## src/rtl/change_dispenser.sv

```systemverilog
// Change payout sequencer: pays an amount (50-won units) greedily from 1000/500/100/50 inventories,
// one handshaked hopper drop at a time, aborting with Fault if an ack does not arrive within TIMEOUT cycles.
module change_dispenser #(
  parameter int AMT_W   = 8,
  parameter int CNT_W   = 6,
  parameter int TIMEOUT = 1000
) (
  input  logic             CLK,
  input  logic             RST,
  input  logic             Req,
  input  logic [AMT_W-1:0] Amount,
  input  logic             LD_INV,
  input  logic [CNT_W-1:0] Inv50,
  input  logic [CNT_W-1:0] Inv100,
  input  logic [CNT_W-1:0] Inv500,
  input  logic [CNT_W-1:0] Inv1000,
  input  logic             CoinIn50,
  input  logic             CoinIn100,
  input  logic             CoinIn500,
  input  logic             CoinIn1000,
  input  logic             HopperAck,
  output logic             DROP50,
  output logic             DROP100,
  output logic             DROP500,
  output logic             DROP1000,
  output logic             Busy,
  output logic             Done,
  output logic             Short,
  output logic             Fault,
  output logic [AMT_W-1:0] ShortAmt,
  output logic [CNT_W-1:0] Cnt50,
  output logic [CNT_W-1:0] Cnt100,
  output logic [CNT_W-1:0] Cnt500,
  output logic [CNT_W-1:0] Cnt1000
);

  localparam int TMO_W = $clog2(TIMEOUT + 1);

  typedef enum logic [2:0] {IDLE, SEL, DROP, REL, FIN} state_t;

  state_t           state_q, state_d;
  logic [AMT_W-1:0] rem_q, rem_d;
  logic [AMT_W-1:0] short_amt_q, short_amt_d;
  logic [1:0]       denom_q, denom_d;
  logic [TMO_W-1:0] tmo_q, tmo_d;
  logic             short_q, short_d;
  logic             fault_q, fault_d;
  logic [CNT_W-1:0] cnt_q [4];
  logic [CNT_W-1:0] cnt_d [4];
  logic [CNT_W-1:0] inv_val [4];
  logic [3:0]       coin_in;
  logic [3:0]       dec;
  logic             sel_ok;
  logic [1:0]       sel_den;

  // Denomination index: 0=50, 1=100, 2=500, 3=1000 won.
  function automatic logic [AMT_W-1:0] coin_val(input logic [1:0] d);
    case (d)
      2'd0:    coin_val = AMT_W'(1);
      2'd1:    coin_val = AMT_W'(2);
      2'd2:    coin_val = AMT_W'(10);
      default: coin_val = AMT_W'(20);
    endcase
  endfunction

  assign inv_val[0] = Inv50;
  assign inv_val[1] = Inv100;
  assign inv_val[2] = Inv500;
  assign inv_val[3] = Inv1000;
  assign coin_in    = {CoinIn1000, CoinIn500, CoinIn100, CoinIn50};

  // Ascending scan, so the largest qualifying denomination wins.
  always_comb begin
    sel_ok  = 1'b0;
    sel_den = 2'd0;
    for (int i = 0; i < 4; i++) begin
      if (rem_q >= coin_val(2'(i)) && cnt_q[i] != '0) begin
        sel_ok  = 1'b1;
        sel_den = 2'(i);
      end
    end
  end

  always_comb begin
    state_d     = state_q;
    rem_d       = rem_q;
    denom_d     = denom_q;
    tmo_d       = tmo_q;
    short_d     = short_q;
    fault_d     = fault_q;
    short_amt_d = short_amt_q;
    dec         = '0;
    unique case (state_q)
      IDLE: begin
        if (!LD_INV && Req) begin
          rem_d       = Amount;
          short_d     = 1'b0;
          fault_d     = 1'b0;
          short_amt_d = '0;
          state_d     = SEL;
        end
      end
      SEL: begin
        if (sel_ok) begin
          denom_d = sel_den;
          tmo_d   = '0;
          state_d = DROP;
        end else begin
          // Short/ShortAmt are latched on entry so they are already valid during FIN.
          if (rem_q != '0) begin
            short_d     = 1'b1;
            short_amt_d = rem_q;
          end
          state_d = FIN;
        end
      end
      DROP: begin
        if (HopperAck) begin
          rem_d        = rem_q - coin_val(denom_q);
          dec[denom_q] = 1'b1;
          state_d      = REL;
        end else if (tmo_q == TMO_W'(TIMEOUT - 1)) begin
          fault_d     = 1'b1;
          short_d     = 1'b1;
          short_amt_d = rem_q;
          state_d     = FIN;
        end else begin
          tmo_d = tmo_q + TMO_W'(1);
        end
      end
      REL: begin
        if (!HopperAck) state_d = SEL;
      end
      FIN:     state_d = IDLE;
      default: state_d = IDLE;
    endcase
  end

  always_comb begin
    for (int i = 0; i < 4; i++) begin
      cnt_d[i] = cnt_q[i];
      if (state_q == IDLE && LD_INV) begin
        cnt_d[i] = inv_val[i];
      end else if (coin_in[i] && !dec[i]) begin
        if (cnt_q[i] != '1) cnt_d[i] = cnt_q[i] + CNT_W'(1);
      end else if (dec[i] && !coin_in[i]) begin
        cnt_d[i] = cnt_q[i] - CNT_W'(1);
      end
    end
  end

  always_ff @(posedge CLK or posedge RST) begin
    if (RST) begin
      state_q     <= IDLE;
      rem_q       <= '0;
      denom_q     <= '0;
      tmo_q       <= '0;
      short_q     <= 1'b0;
      fault_q     <= 1'b0;
      short_amt_q <= '0;
      for (int i = 0; i < 4; i++) cnt_q[i] <= '0;
    end else begin
      state_q     <= state_d;
      rem_q       <= rem_d;
      denom_q     <= denom_d;
      tmo_q       <= tmo_d;
      short_q     <= short_d;
      fault_q     <= fault_d;
      short_amt_q <= short_amt_d;
      for (int i = 0; i < 4; i++) cnt_q[i] <= cnt_d[i];
    end
  end

  assign DROP50   = (state_q == DROP) && (denom_q == 2'd0);
  assign DROP100  = (state_q == DROP) && (denom_q == 2'd1);
  assign DROP500  = (state_q == DROP) && (denom_q == 2'd2);
  assign DROP1000 = (state_q == DROP) && (denom_q == 2'd3);
  assign Busy     = (state_q != IDLE);
  assign Done     = (state_q == FIN);
  assign Short    = short_q;
  assign Fault    = fault_q;
  assign ShortAmt = short_amt_q;
  assign Cnt50    = cnt_q[0];
  assign Cnt100   = cnt_q[1];
  assign Cnt500   = cnt_q[2];
  assign Cnt1000  = cnt_q[3];

endmodule

```

## config.mk

```make
export PLATFORM = sky130hd
export DESIGN_NAME = change_dispenser
export DESIGN_NICKNAME = d
export VERILOG_FILES = /design/src/rtl/change_dispenser.sv
export SDC_FILE = /design/constraint.sdc
export NUM_CORES = 1
export LEC_CHECK = 0
export ABC_AREA = 1
export BUFFER_PORTS_ARGS = -buffer_cell sky130_fd_sc_hd__buf_4
export CORE_ASPECT_RATIO = 0.9
export CORE_MARGIN = 1.5
export CORE_UTILIZATION = 45
export DETAILED_ROUTE_END_ITERATION = 6
export GPL_TIMING_DRIVEN = 1
export MAX_ROUTING_LAYER = met4
export PLACE_DENSITY = 0.75
export SYNTH_ARGS = -nofsm -noshare
export SYNTH_HDL_FRONTEND = slang
export SYNTH_SLANG_ARGS = --single-unit
```

## constraint.sdc

```tcl
create_clock -name CLK -period 2.5 [get_ports CLK]
set_input_delay 0.5 -clock CLK [delete_from_list [all_inputs] [get_ports CLK]]
set_output_delay 0.5 -clock CLK [all_outputs]
set_load 0.005 [all_outputs]
```

==> impl_metrics.yaml, run 1 <==
worst_setup_path:
  worstSetupEndpointType: "register"
  cp_max_fo: 5
  arrival_ns: 2.57
  cp-start-kind: "register"
  crit_required_ns: 2.72
  critPathKind: "reg -> reg"
logic_synthesis:
  synth_area_leaders: "dfrtp_1 32%, nand2_1 17%, ha_1 8.8%"
  synth_common_cells: "205 x nand2_1, 73 x nor2_1, 57 x dfrtp_1"
  syn_inst: 625
  synth_area_mm2: 0.00443
  synth_seq_cells: 57
  yosysMostFrequentCell: "nand2_1"
  synth_edf_count: 0
  yosysTopAreaCell: "dfrtp_1"
  ys_warn_count: 0
  synth_ff_type: "dfrtp_1"
  yosys.cell_types.count: 38
  syn-num-nets: 702
  yosysTopAreaCellShare: 0.322
  yosysSeqAreaShare: 0.322
  synth.avg_cell_area_um2: 7.08
  synth_async_sr_flop_share: 1.00
timing:
  hold_violations: 0
  setup_tns_ns: 0
  holdWs_ns: 0.369
  skew_ns: 0.0126
  relSlewSlack: 0.498
  worst_pin_slew_ns: 0.752
  maxSlewViolCount: 0
  finalCritPeriodShare: 0.938
  finalSetupViolations: 0
  rsz0062_at_grt: "yes"
  finalCriticalPeriod_ns: 2.35
  fmaxAchievable_ghz: 0.426
drt:
  post-route-drc-count: 0
  drt_pass1_iterations: 4
  wl_um: 11300
  route.vias.total: 4342
  vias_per_cell: 5.14
  drt-initial-drc-count: 217
  antenna_left: 0
  wire_per_inst_um: 13.4
run:
  cap_viol_max_count: 0
cells_and_area:
  post_route_cells_drive_above_1_share: 0.211
  final_core_util: 0.561
  syn_to_final_growth_pct: 21.8
  num_antenna_cells: 0
  fin_nets: 794
floorplan:
  boundaryPins: 81
  start_util: 0.460
  core_mm2: 0.00961
  die_w_um: 108
  fp-row-count: 34
  fp.dieH_um: 97.1
  die_area_mm2: 0.0104
place:
  finalWeightedCongestion: 0.878
  io_buffers: 80
  hpwl_um: 8660
clocking:
  clkTransAtPathRegs_ns: 0.07
  h-tree-depth: 3
  cts_buffers: 9
  cts_hold_buf: 0
  clk_path_buf_depth: 2
  cts_tree: "yes"
  cts_root_buf: "clkbuf_8"
  cts_sinks: 57
  clock_latency_ns: 0.34
global_routing:
  antenna_found_initial: 0
  met2_usage: 0.373
  met3_usage: 0.0355
  grt_use_met1: 0.308
  grt_max_degree: 58
  grt_pass1_vias: 4133
  grtUsageTotal: 0.236
  busiest_layer: "met2"
  gr-total-overflow: 0
  grt_pass1_wl_um: 19300
power:
  power_density_mw_per_mm2: 1330
  max-vdd-ir-drop_mv: 0.515
  p_leak_nw: 2.79
hold_path:
  hp-class: "in -> async"
run_status:
  outcome: "finished, final reports clean"
-- state kept, by name, indices dropped and copies added (netlist names) --
name	flops
ShortAmt	8
Fault	1
Cnt100	6
Cnt1000	6
Short	1
tmo_q	10
denom_q	2
state_q	3
Cnt50	6
rem_q	8
Cnt500	6
-- placed cells by master (no fill, tap or decap), types with 7 or more instances in the layout --
cell type / instances
nand2_1: 204
buf_4: 91
nor2_1: 70
dfrtp_1: 55
inv_1: 48
nand3_1: 48
ha_1: 27
o21ai_0: 23
xnor2_1: 16
a21oi_1: 15
o211ai_1: 15
inv_2: 14
clkbuf_8: 10
nand2_2: 7
nor3_1: 7
-- layout make-up --
class / count / area, µm²
clock buffers: 12 / 145
repair buffers: 91 / 683
fillers: 914 / 4220
well taps: 126 / 158
clock inverters: 1 / 5.00
inverters: 63 / 239
multi-input cells: 495 / 2730
flip-flops and latches: 57 / 1430
-- per-stage QoR --
step                      area [µm²]  power, mW  setup slack [ns]  std cells
after global placement          5180       6.19             0.175        829
final                           5390       7.19             0.155        845
after global routing            5390       7.96           -0.0379        845
after floorplan                 4430       5.03           0.00128        625
after CTS                       5330       7.13            0.0579        842
after detailed placement        5180       6.38            0.0722        829
-- logic make-up after synthesis --
| logic type | count (synthesis) | share of synthesized area |
|---|---|---|
| buf+inv | 73 | 0.0696 |
| simple gates | 363 | 0.354 |
| fa+ha+maj | 36 | 0.110 |
| flops | 57 | 0.322 |
| compound gates | 73 | 0.0984 |
| xor+xnor | 23 | 0.0455 |
-- worst max-delay path: stages (launching register included) --
cell and delay, ns:
dfrtp_2 0.45, inv_2 0.09, nand2_2 0.09, nor2_8 0.11
inv_4 0.04, nor2_2 0.11, nand2_1 0.07, ha_2 0.20
inv_2 0.10, ha_2 0.31, nand2_1 0.08, nand2_1 0.07
a31oi_1 0.19, xnor2_1 0.10, o21ai_0 0.16, nand2_1 0.06
-- metal layers --
| layer | up-vias | routed length [µm] |
|---|---|---|
| met4 | 0 | 263 |
| met2 | 102 | 5400 |
| met3 | 22 | 455 |
| li1 | 2195 | - |
| met1 | 2023 | 5230 |
| met5 | - | 0 |
-- worst paths after layout --
check | start | endpoint | slack, ns | cells after the start
worst min register to register | ShortAmt[4] | ShortAmt[4] | 0.47 | 2
worst max-delay path | state_q[2] | Cnt100[3] | 0.15 | 15
worst min-delay path | RST | Cnt100[4] | 0.37 | 3
worst max register to register | state_q[2] | Cnt100[3] | 0.15 | 15
min in group CLK | Inv50[0] | Cnt50[0] | 0.39 | 3
max in group asynchronous | RST | state_q[0] | 1.58 | 3
-- report_power, final --
part	switching, mW	internal [mW]	leakage, nW
combinational	2.61	1.97	2.00
clock	0.362	0.369	0.0782
sequential	0.564	1.31	0.712
-- timing repair --
item	CTS	global route
setup buffers	0	3
gates resized for setup	0	14
setup endpoints to repair	0	9
(Power assumes the default switching activity.)
==> run 2: changes to the inputs <==
--- a/config.mk
+++ b/config.mk
@@ -13,7 +13,7 @@
 export DETAILED_ROUTE_END_ITERATION = 6
 export GPL_TIMING_DRIVEN = 1
 export MAX_ROUTING_LAYER = met4
-export PLACE_DENSITY = 0.75
+export PLACE_DENSITY = 0.69
 export SYNTH_ARGS = -nofsm -noshare
 export SYNTH_HDL_FRONTEND = slang
 export SYNTH_SLANG_ARGS = --single-unit
==> impl_metrics.yaml, run 2 (same netlist as run 1, synthesis figures left out) <==
clocking:
  cts_root_buf: "clkbuf_8"
  h-tree-depth: 3
  clk_path_buf_depth: 2
  cts_sinks: 57
  cts_tree: "yes"
  cts_buffers: 9
  clock_latency_ns: 0.35
  clkTransAtPathRegs_ns: 0.08
global_routing:
  antenna_found_initial: 0
  grtUsageTotal: 0.250
  gr-total-overflow: 0
  grt_pass1_wl_um: 20300
  grt_max_degree: 36
  grt_pass1_vias: 4268
cells_and_area:
  fin_cells: 850
  stdcell_area_mm2: 0.00553
  largest_reg_flops: 10
  post_route_cells_drive_above_1_share: 0.217
  top_register: "tmo_q"
  syn_to_final_growth_pct: 24.9
  fin_nets: 796
  final_common_cell: "nand2_1"
  layout_common_cells: "203 x nand2_1, 91 x buf_4, 71 x nor2_1"
  final_core_util: 0.575
  num_antenna_cells: 0
drt:
  antenna_left: 0
  route.vias.total: 4359
  wire_per_inst_um: 14.2
  drt-initial-drc-count: 193
  drt_pass1_iterations: 5
  post-route-drc-count: 0
  wl_um: 12000
  vias_per_cell: 5.13
floorplan:
  fp.dieH_um: 97.1
  die_w_um: 108
  boundaryPins: 81
  start_util: 0.460
  core_mm2: 0.00961
  die_area_mm2: 0.0104
  fp-row-count: 34
timing:
  finalCritPeriodShare: 0.942
  finalSetupViolations: 0
  relSlewSlack: 0.626
  maxSlewViolCount: 0
  fin_ws_ns: 0.145
  holdWs_ns: 0.207
  finalCriticalPeriod_ns: 2.35
  fmaxAchievable_ghz: 0.425
  worst_pin_slew_ns: 0.561
  hold_violations: 0
  skew_ns: 0.0167
place:
  io_buffers: 80
  placed_cell_area_mm2: 0.00519
  finalWeightedCongestion: 0.906
  hpwl_um: 8910
  dp_slack_ns: 0.112
  place_inst: 829
worst_setup_path:
  arrival_ns: 2.60
  r2r-start: "state_q[0]"
  crit_required_ns: 2.75
  reg2reg_to: "Cnt50[5]"
  cp_max_fo: 5
  cp-start-kind: "register"
  worstSetupEndpointType: "register"
  critPathKind: "reg -> reg"
  reg2reg_slack_ns: 0.15
  r2r_cells: 17
power:
  max-vdd-ir-drop_mv: 0.530
  p_leak_nw: 2.83
  power_density_mw_per_mm2: 1370
run_status:
  outcome: "finished, final reports clean"
hold_path:
  hp-class: "in -> async"
run:
  cap_viol_max_count: 0
## run 2: timing repair
item,4_1_cts,5_1_grt
setup buffers,0,5
hold buffers,0,0
setup endpoints to repair,0,10
gates resized for setup,0,13
## run 2: layer usage
| metal | vias to the layer above | GRT usage | share of wire |
|---|---|---|---|
| li1 | 2211 | - | - |
| met1 | 2042 | 0.316 | 0.46 |
| met2 | 91 | 0.411 | 0.49 |
| met3 | 15 | 0.0476 | 0.036 |
| met4 | 0 | 0.0678 | 0.016 |
| met5 | - | - | 0 |
## run 2: worst max-delay path, stage by stage, from the launching register on
cell	delay, ns
dfrtp_1	0.44
inv_2	0.10
nand2_2	0.10
nor2_8	0.10
inv_4	0.04
nor2_2	0.11
nand2_1	0.07
ha_1	0.22
inv_2	0.13
ha_2	0.33
nand2_1	0.11
nand2_1	0.05
nand2_1	0.05
nand3_1	0.09
a21oi_1	0.12
o21ai_0	0.10
nand2_1	0.06
nand2_1	0.04
## run 2: cell type report
class	count	area [µm²]
fill	929	4090
multi-input combinational	495	2750
clock inverter	6	91.3
clock buffer	10	138
inverter	63	239
sequential	57	1430
tap	126	158
timing repair buffer	93	723
## run 2: worst max path at each step
stage          startpoint         to  cells past startpoint
6_report       state_q[0]   Cnt50[5]                     17
3_3_place_gp   denom_q[0]  Cnt500[3]                     13
3_5_place_dp   state_q[0]  Cnt100[5]                     17
5_1_grt        state_q[0]   Cnt50[5]                     17
2_1_floorplan  state_q[2]  Cnt100[3]                     16
4_1_cts        state_q[0]   Cnt50[5]                     17
## run 2: per-stage QoR
step	setup TNS (ns)	power (mW)
floorplan	0	5.03
global placement	0	6.24
detailed placement	0	6.39
CTS	0	7.44
global route	-0.0150	8.32
finish	0	7.55
## run 2: report_power, final
part	total [mW]	internal, mW	switching, mW
logic	4.65	2.00	2.65
registers	1.88	1.31	0.570
clock network	1.02	0.590	0.426
==> run 3: changes to the inputs <==
--- a/config.mk
+++ b/config.mk
@@ -8,7 +8,7 @@
 export ABC_AREA = 1
 export BUFFER_PORTS_ARGS = -buffer_cell sky130_fd_sc_hd__buf_4
 export CORE_ASPECT_RATIO = 0.9
-export CORE_MARGIN = 1.5
+export CORE_MARGIN = 2
 export CORE_UTILIZATION = 45
 export DETAILED_ROUTE_END_ITERATION = 6
 export GPL_TIMING_DRIVEN = 1
==> impl_metrics.yaml, run 3 (same netlist as run 1, synthesis figures left out) <==
floorplan:
  boundaryPins: 81
  die_area_mm2: 0.0106
  start_util: 0.460
  die_w_um: 109
  fp-row-count: 34
  fp.dieH_um: 98.1
  core_mm2: 0.00961
cells_and_area:
  final_common_cell: "nand2_1"
  fin_nets: 797
  final_core_util: 0.576
  layout_common_cells: "203 x nand2_1, 93 x buf_4, 71 x nor2_1"
  fill_cells: 931
  largest_reg_flops: 10
  syn_to_final_growth_pct: 25.2
  num_antenna_cells: 0
  post_route_cells_drive_above_1_share: 0.223
  top_register: "tmo_q"
worst_setup_path:
  reg2reg_to: "Cnt500[5]"
  critPathKind: "reg -> reg"
  r2r_cells: 15
  worstSetupEndpointType: "register"
  crit_required_ns: 2.73
  arrival_ns: 2.56
  r2r-start: "denom_q[0]"
  reg2reg_slack_ns: 0.17
  cp-start-kind: "register"
  cp_max_fo: 6
power:
  max-vdd-ir-drop_mv: 0.534
  power_density_mw_per_mm2: 1350
  p_leak_nw: 2.83
  power_mw: 7.50
run:
  cap_viol_max_count: 0
timing:
  hold_violations: 0
  relSlewSlack: 0.655
  worst_pin_slew_ns: 0.518
  finalCriticalPeriod_ns: 2.33
  finalCritPeriodShare: 0.931
  maxSlewViolCount: 0
  setup_tns_ns: 0
  fin_ws_ns: 0.173
  fmaxAchievable_ghz: 0.430
  skew_ns: 0.0136
  finalSetupViolations: 0
drt:
  post-route-drc-count: 0
  drt_pass1_iterations: 5
  wire_per_inst_um: 14.0
  drt-initial-drc-count: 269
  antenna_left: 0
  vias_per_cell: 5.16
  route.vias.total: 4393
  wl_um: 11900
clocking:
  h-tree-depth: 3
  clk_path_buf_depth: 2
  cts_root_buf: "clkbuf_8"
  cts_tree: "yes"
  cts_buffers: 9
  clkTransAtPathRegs_ns: 0.08
  cts_sinks: 57
  clock_latency_ns: 0.35
place:
  io_buffers: 80
  hpwl_um: 8770
  finalWeightedCongestion: 0.905
  dp_slack_ns: 0.0552
global_routing:
  grt_pass1_vias: 4347
  antenna_found_initial: 0
  grt_pass1_wl_um: 19800
  grtUsageTotal: 0.238
  gr-total-overflow: 0
  grt_max_degree: 58
run_status:
  outcome: "finished, final reports clean"
hold_path:
  hp-class: "in -> async"
## run 3: changes by cell type in the layout (fill, tap and decap cells not counted), sizes merged
cell / previous run / this run
clkbuf: 10 / 12
clkinvlp: 3 / 2
bufinv: 2 / 1
buf: 93 / 94
## run 3: layout make-up
type / instances / area [µm²] / share of cell area
well taps: 126 / 158 / 0.0285
inverters: 63 / 241 / 0.0436
clock buffers: 12 / 165 / 0.0298
clock inverters: 4 / 50.0 / 0.00904
repair buffers: 94 / 718 / 0.130
flip-flops and latches: 57 / 1430 / 0.258
multi-input cells: 495 / 2780 / 0.501
## run 3: metrics by stage
stage | instances | instance area [µm²] | hold slack, ns
floorplan | 625 | 4430 | 0.465
global placement | 828 | 5180 | 0.463
detailed placement | 828 | 5180 | 0.469
CTS | 844 | 5400 | 0.226
global route | 851 | 5540 | 0.232
finish | 851 | 5540 | 0.206
## run 3: how the worst max path moves through the flow
| stage | startpoint | to | slack [ns] | depth (start not counted) |
|---|---|---|---|---|
| 3_3_place_gp | denom_q[0] | Cnt500[5] | 0.17 | 15 |
| 3_5_place_dp | denom_q[0] | Cnt500[5] | 0.06 | 15 |
| 5_1_grt | denom_q[0] | Cnt500[5] | -0.02 | 15 |
| 6_report | denom_q[0] | Cnt500[5] | 0.17 | 15 |
| 4_1_cts | denom_q[0] | Cnt500[5] | 0.05 | 15 |
| 2_1_floorplan | state_q[2] | Cnt100[3] | 0.001 | 16 |
## run 3: critical path: stages (launching register included)
cell,delay (ns)
dfrtp_1,0.43
inv_2,0.11
ha_1,0.18
nand4_1,0.25
nand2_4,0.20
ha_1,0.29
nand2_1,0.09
nand2_1,0.06
nand2_1,0.05
nand2_1,0.04
nor2_1,0.17
inv_1,0.06
nand2_1,0.08
nand3_1,0.07
nand2_1,0.08
nand2_1,0.05
## run 3: what timing repair did
action	4_1_cts	5_1_grt
endpoints found under the setup margin	0	11
hold buffers	0	0
setup buffers	0	7
resized for setup	0	18
## run 3: routing by layer
metal  wire length, µm  part of all wire  track usage
met2              5550              0.47        0.373
met4               167             0.014       0.0878
met1              5730              0.48        0.312
met3               420             0.035       0.0347
met5                 0                 0            -
## run 3: power breakdown
group | leakage (nW) | switching (mW) | internal, mW
combinational | 2.02 | 2.66 | 2.01
sequential | 0.712 | 0.562 | 1.31
clock | 0.105 | 0.415 | 0.540
